===== src/rtl/sim_bus_pkg.sv =====
// rtl/sim_bus_pkg.sv - shared types and tohost addresses for the simulation bus arbiter
package sim_bus_pkg;

  typedef logic [0:0] id_t;

  localparam id_t MST_CORE    = 1'b0;
  localparam id_t MST_HARNESS = 1'b1;

  localparam logic [31:0] TOHOST_ADDR_A = 32'h8000_1000;
  localparam logic [31:0] TOHOST_ADDR_B = 32'h8000_3000;
  localparam logic [31:0] TOHOST_ADDR_C = 32'h8017_fffc;

  function automatic logic is_tohost_addr(input logic [31:0] addr);
    return (addr == TOHOST_ADDR_A) || (addr == TOHOST_ADDR_B) || (addr == TOHOST_ADDR_C);
  endfunction

endpackage


===== src/rtl/sim_bus_id_fifo.sv =====
// rtl/sim_bus_id_fifo.sv - in-order FIFO of master IDs for outstanding bus transactions
module sim_bus_id_fifo #(
  parameter int DEPTH = 2,
  parameter int WIDTH = 1
) (
  input  logic             clk,
  input  logic             reset,
  input  logic             push_i,
  input  logic [WIDTH-1:0] push_data_i,
  input  logic             pop_i,
  output logic [WIDTH-1:0] head_o,
  output logic             full_o,
  output logic             empty_o
);

  localparam int PTR_W = (DEPTH > 1) ? $clog2(DEPTH) : 1;
  localparam int CNT_W = $clog2(DEPTH + 1);

  logic [WIDTH-1:0] mem_q [DEPTH];
  logic [PTR_W-1:0] wr_ptr_q, wr_ptr_d;
  logic [PTR_W-1:0] rd_ptr_q, rd_ptr_d;
  logic [CNT_W-1:0] count_q, count_d;
  logic             do_push, do_pop;

  function automatic logic [PTR_W-1:0] ptr_inc(input logic [PTR_W-1:0] p);
    return (p == PTR_W'(DEPTH - 1)) ? '0 : p + 1'b1;
  endfunction

  assign full_o  = (count_q == CNT_W'(DEPTH));
  assign empty_o = (count_q == '0);
  assign head_o  = mem_q[rd_ptr_q];
  assign do_push = push_i & ~full_o;
  assign do_pop  = pop_i & ~empty_o;

  always_comb begin
    wr_ptr_d = wr_ptr_q;
    rd_ptr_d = rd_ptr_q;
    count_d  = count_q;
    if (do_push) wr_ptr_d = ptr_inc(wr_ptr_q);
    if (do_pop)  rd_ptr_d = ptr_inc(rd_ptr_q);
    case ({do_push, do_pop})
      2'b10:   count_d = count_q + 1'b1;
      2'b01:   count_d = count_q - 1'b1;
      default: count_d = count_q;
    endcase
  end

  always_ff @(posedge clk) begin
    if (reset) begin
      wr_ptr_q <= '0;
      rd_ptr_q <= '0;
      count_q  <= '0;
    end else begin
      wr_ptr_q <= wr_ptr_d;
      rd_ptr_q <= rd_ptr_d;
      count_q  <= count_d;
    end
  end

  // Storage needs no reset: entries are only read while count says they are valid.
  always_ff @(posedge clk) begin
    if (do_push) mem_q[wr_ptr_q] <= push_data_i;
  end

endmodule


===== src/rtl/sim_bus_arbiter.sv =====
// rtl/sim_bus_arbiter.sv - two-master round-robin arbiter with in-order response routing
// SIM_ARB_TOHOST_MON_EN adds a monitor that pulses on accepted writes to tohost addresses.
module sim_bus_arbiter
  import sim_bus_pkg::*;
#(
  parameter int OUTSTANDING = 2,
  parameter int ADDR_W      = 32,
  parameter int DATA_W      = 32
) (
  input  logic                clk,
  input  logic                reset,
  input  logic                m0_req,
  output logic                m0_gnt,
  input  logic [ADDR_W-1:0]   m0_addr,
  input  logic                m0_we,
  input  logic [DATA_W/8-1:0] m0_be,
  input  logic [DATA_W-1:0]   m0_wdata,
  output logic                m0_rvalid,
  output logic [DATA_W-1:0]   m0_rdata,
  output logic                m0_err,
  input  logic                m1_req,
  output logic                m1_gnt,
  input  logic [ADDR_W-1:0]   m1_addr,
  input  logic                m1_we,
  input  logic [DATA_W/8-1:0] m1_be,
  input  logic [DATA_W-1:0]   m1_wdata,
  output logic                m1_rvalid,
  output logic [DATA_W-1:0]   m1_rdata,
  output logic                m1_err,
  output logic                s_req,
  input  logic                s_gnt,
  output logic [ADDR_W-1:0]   s_addr,
  output logic                s_we,
  output logic [DATA_W/8-1:0] s_be,
  output logic [DATA_W-1:0]   s_wdata,
  input  logic                s_rvalid,
  input  logic [DATA_W-1:0]   s_rdata,
  input  logic                s_err,
  output logic                proto_err,
  output logic                tohost_valid,
  output logic [DATA_W-1:0]   tohost_data
);

  id_t  last_q, last_d;
  logic proto_err_q, proto_err_d;
  id_t  sel;
  id_t  head_id;
  logic fifo_full, fifo_empty;
  logic handshake, pop;

  // On a tie the master that did not win last time goes first.
  always_comb begin
    sel = MST_CORE;
    if (m0_req && m1_req) sel = (last_q == MST_CORE) ? MST_HARNESS : MST_CORE;
    else if (m1_req)      sel = MST_HARNESS;
  end

  always_comb begin
    s_addr  = m0_addr;
    s_we    = m0_we;
    s_be    = m0_be;
    s_wdata = m0_wdata;
    if (sel == MST_HARNESS) begin
      s_addr  = m1_addr;
      s_we    = m1_we;
      s_be    = m1_be;
      s_wdata = m1_wdata;
    end
  end

  assign s_req     = (m0_req | m1_req) & ~fifo_full;
  assign handshake = s_req & s_gnt;
  assign m0_gnt    = handshake & (sel == MST_CORE);
  assign m1_gnt    = handshake & (sel == MST_HARNESS);

  assign pop       = s_rvalid & ~fifo_empty;
  assign m0_rvalid = pop & (head_id == MST_CORE);
  assign m1_rvalid = pop & (head_id == MST_HARNESS);
  assign m0_err    = m0_rvalid & s_err;
  assign m1_err    = m1_rvalid & s_err;
  assign m0_rdata  = s_rdata;
  assign m1_rdata  = s_rdata;
  assign proto_err = proto_err_q;

  always_comb begin
    last_d      = handshake ? sel : last_q;
    proto_err_d = proto_err_q | (s_rvalid & fifo_empty);
  end

  always_ff @(posedge clk) begin
    if (reset) begin
      last_q      <= MST_HARNESS;
      proto_err_q <= 1'b0;
    end else begin
      last_q      <= last_d;
      proto_err_q <= proto_err_d;
    end
  end

  sim_bus_id_fifo #(
    .DEPTH (OUTSTANDING),
    .WIDTH (1)
  ) u_id_fifo (
    .clk         (clk),
    .reset       (reset),
    .push_i      (handshake),
    .push_data_i (sel),
    .pop_i       (s_rvalid),
    .head_o      (head_id),
    .full_o      (fifo_full),
    .empty_o     (fifo_empty)
  );

`ifdef SIM_ARB_TOHOST_MON_EN
  logic              tohost_valid_q, tohost_valid_d;
  logic [DATA_W-1:0] tohost_data_q, tohost_data_d;
  logic              tohost_hit;

  assign tohost_hit = handshake & s_we & is_tohost_addr(32'(s_addr));

  always_comb begin
    tohost_valid_d = tohost_hit;
    tohost_data_d  = tohost_hit ? s_wdata : tohost_data_q;
  end

  always_ff @(posedge clk) begin
    if (reset) begin
      tohost_valid_q <= 1'b0;
      tohost_data_q  <= '0;
    end else begin
      tohost_valid_q <= tohost_valid_d;
      tohost_data_q  <= tohost_data_d;
    end
  end

  assign tohost_valid = tohost_valid_q;
  assign tohost_data  = tohost_data_q;
`else
  assign tohost_valid = 1'b0;
  assign tohost_data  = '0;
`endif

endmodule


===== config.mk =====
export PLATFORM = sky130hd
export DESIGN_NAME = sim_bus_arbiter
export DESIGN_NICKNAME = d
export VERILOG_FILES = /design/src/rtl/sim_bus_pkg.sv /design/src/rtl/sim_bus_id_fifo.sv /design/src/rtl/sim_bus_arbiter.sv
export SDC_FILE = /design/constraint.sdc
export NUM_CORES = 1
export LEC_CHECK = 0
export ABC_AREA = 0
export CAP_MARGIN = 10
export CORE_AREA = 2 2 137 139
export CTS_CLUSTER_SIZE = 20
export DETAILED_ROUTE_END_ITERATION = 12
export DIE_AREA = 0 0 139 141
export HOLD_SLACK_MARGIN = 0.06
export PLACE_DENSITY = 0.56
export SLEW_MARGIN = 20
export SYNTH_ARGS = -nofsm -noshare
export SYNTH_HDL_FRONTEND = slang
export SYNTH_SLANG_ARGS = --single-unit

===== constraint.sdc =====
create_clock -name clk -period 1.6 [get_ports clk]
set_input_delay 0.32 -clock clk [delete_from_list [all_inputs] [get_ports clk]]
set_output_delay 0.32 -clock clk [all_outputs]
set_load 0.01 [all_outputs]

==> summary.md <==
| Metric | Value |
|---|---|
| Core ar. | ~0.018 sq mm |
| # IOs | 351 |
| Fin. max-slew vios | 0 |
| CP Cell Sequence | a21boi_4 > buf_8 > buf_16 > buf_12 > mux2_4 > buf_6 |
| Worst Path Max Fanout | 6 |
| Layout Skew | about 4.6 ps |
| Share of layout cells above drive strength 1 | 0.500 |
| Fin crit share | 1.23 |
| First-pass GRT wire length | 14,600 um |
| Slowest stage cell on the critical path | dfxtp_2 |
| Data arrival time of the worst path | around 1600 ps |
| Vias in the first global route | 2,365 |
| Die Footprint | 0.0196 sq mm |
| Fmax achieved | 0.510 GHz |
| Critical Path RT | 1280 ps |
| Die height | 141 um |
| Reg clk slew, reported paths | about 40 ps |
| Unrepaired setup endpoints after global routing | true |
| # hold bufs at CTS | 0 |
| Synthesized flop and latch total | 9 |
| GR Util All Layers | 0.0990 |
| Register area share after synthesis | 0.101 |
| Endpoints failing hold | 0 |
| Routed vias | 2,195 |
| Area Overhead vs Synth | 145% |
| Crit path largest cell delay | between 300 and 400 ps |
| # rows | 50 |
| Most frequent cells in the layout | clkdlybuf4s50_1 (141), buf_6 (79), mux2_4 (64), conb_1 (33), buf_4 (15) |
| Cells after Synth | 222 |
| CTS Buffer Depth | 2 |
| Commonest non-fill, non-tap cell in the layout | clkdlybuf4s50_1 |
| Critical path type | reg2out |
| Worst vdd ir | around 380 uV |
| Setup crit start | last_q$_SDFFE_PP1N_ |
| Yosys warns | 0 |
| Worst reg-to-reg setup slack | -150 ps |
| Hold crit path type | reg2reg |
| Final ANT Viol Nets | 0 |
| Final worst setup slack | -362 ps |
| Minimum clock period | 1960 ps |
| CTS tree | done |
| Clk root buf | clkbuf_16 |
| Clock sinks | 9 |
| Setup crit end kind | primary output |
| Final global-route overflow total | 0 |
| TritonRoute pass-1 iters | 2 |
| Final setup fails | 72 |
| DR iter-0 viols | 23 |
| Worst-Skew Late Latency | 240 ps |
| Fill cells | around 1.9k |
| Mapped cell area | ~0.0020 sq mm |
| Pwr Density | 592 mW/mm^2 |
| DRC | 0 |
| Port Buffer Count | between 200 and 250 |
| Die Wd | between 100 and 150 um |
| Setup WS pre-CTS | -980 ps |
| Syn Area/Cell | 8.92 sq um |
| Status | complete, but fails checks |
| Hold_sp | proto_err$_SDFF_PP0_ |
| Initial antenna violation count | 2 |
| Failing checks | negative setup slack |
| Netlist cell types | 26 |
| DP HPWL | 7500 um |
| Total Wirelength | 10,600 um |
| Lkg Pwr | roughly 2.2 nW |
| Final nets | ~600 |
| Total CTS buffers | 3 |
| Initial Utilization | 0.108 |
| Reg2reg start | u_id_fifo.count_q[1]$_SDFFE_PP0P_ |
| Via/cell ratio | 3.37 |
| Max Cap Viol | 0 |
| Largest net degree at the start of global routing | 10 |
| CP Launch Type | register |
| H-tree Lvls | 1 |
| GP Congestion | 0.728 |
| Hold slack | 481 ps |
| Avg WL per Cell | approximately 16 um |
[layout make-up]
| cell class | instances | area (sq um) | area share |
|---|---|---|---|
| diodes | 1 | 2.50 | 0.000515 |
| repair buffers | 265 | 2860 | 0.589 |
| inverters | 1 | 3.75 | 0.000773 |
| multi-input cells | 137 | 1420 | 0.291 |
| clock buffers | 4 | 78.8 | 0.0162 |
| well taps | 234 | 293 | 0.0603 |
| flip-flops and latches | 9 | 204 | 0.0420 |
[stage by stage]
stage	instance area, sq um	power (mW)	TNS [ps]	instances	utilization
6_report	4860	2.87	-21150	651	0.266
5_1_grt	4850	3.04	-25560	650	0.266
4_1_cts	4870	2.87	-24680	649	0.267
3_5_place_dp	3960	1.90	-70330	612	0.217
3_3_place_gp	3960	1.87	-67790	612	0.217
2_1_floorplan	2120	1.22	-78.6	254	-
[power breakdown]
| group | leakage, nW | switching [mW] | internal (mW) |
|---|---|---|---|
| Sequential | 0.0771 | 0.0414 | 0.304 |
| Combinational | 2.05 | 0.729 | 1.35 |
| Clock | 0.0382 | 0.115 | 0.334 |
[layer usage]
metal / global-route usage / wire, um / vias up
met4: 0.0191 / 129 / 2
met2: 0.187 / 5750 / 183
met5: 0 / 13 / -
li1: - / - / 1002
met1: 0.104 / 3600 / 989
met3: 0.0391 / 1110 / 19
[Yosys cell counts]
cell | count | area [sq um]
conb_1 | 1 | 3.75
xnor2_1 | 2 | 17.5
o21a_2 | 1 | 8.76
ha_1 | 1 | 12.5
a21boi_1 | 1 | 7.51
mux2_4 | 1 | 15.0
and3_1 | 2 | 12.5
buf_4 | 97 | 728
buf_2 | 8 | 40.0
mux2_2 | 61 | 687
a21oi_1 | 2 | 10.0
edfxtp_1 | 2 | 60.1
or3b_1 | 1 | 8.76
nor2b_1 | 2 | 12.5
or3_1 | 1 | 6.26
dfxtp_1 | 7 | 140
nor2_1 | 15 | 56.3
mux2_1 | 8 | 90.1
xor2_1 | 1 | 8.76
mux2i_1 | 2 | 20.0
and2_1 | 1 | 6.26
nand2_1 | 1 | 3.75
buf_6 | 1 | 11.3
inv_1 | 1 | 3.75
o21ai_0 | 1 | 5.00
buf_1 | 1 | 3.75
[path summary, 6_finish.rpt]
path,end,depth (start not counted)
setup / recovery,s_wdata[19],6
hold / removal,proto_err$_SDFF_PP0_,2
hold reg to reg,proto_err$_SDFF_PP0_,2
setup reg to reg,u_id_fifo.count_q[1]$_SDFFE_PP0P_,7
[critical path: cells and delay by family, from the launching register on]
kind / cells / cell delay (ps)
buffers and inverters: 4 / 540
AOI/OAI and AO/OA: 1 / 200
DFF: 1 / 330
muxes: 1 / 310
[logic make-up after synthesis]
kind of cell,Yosys count,synth area share
muxes,72,0.410
and+or+nand+nor,23,0.0537
xor gates and xnor gates,3,0.0133
buffers and inverters,108,0.398
DFF,9,0.101
adders and majority gates,1,0.00632
AOI/OAI and AO/OA,5,0.0158
other,1,0.00189
[what timing repair did]
item | CTS | global route
buffers inserted | 25 | 2
resized for setup | 475 | 7
pin swaps | 7 | 5
cloned | 9 | 0
endpoints found under the setup margin | 81 | 75
Power figures use the tool's default switching activity.
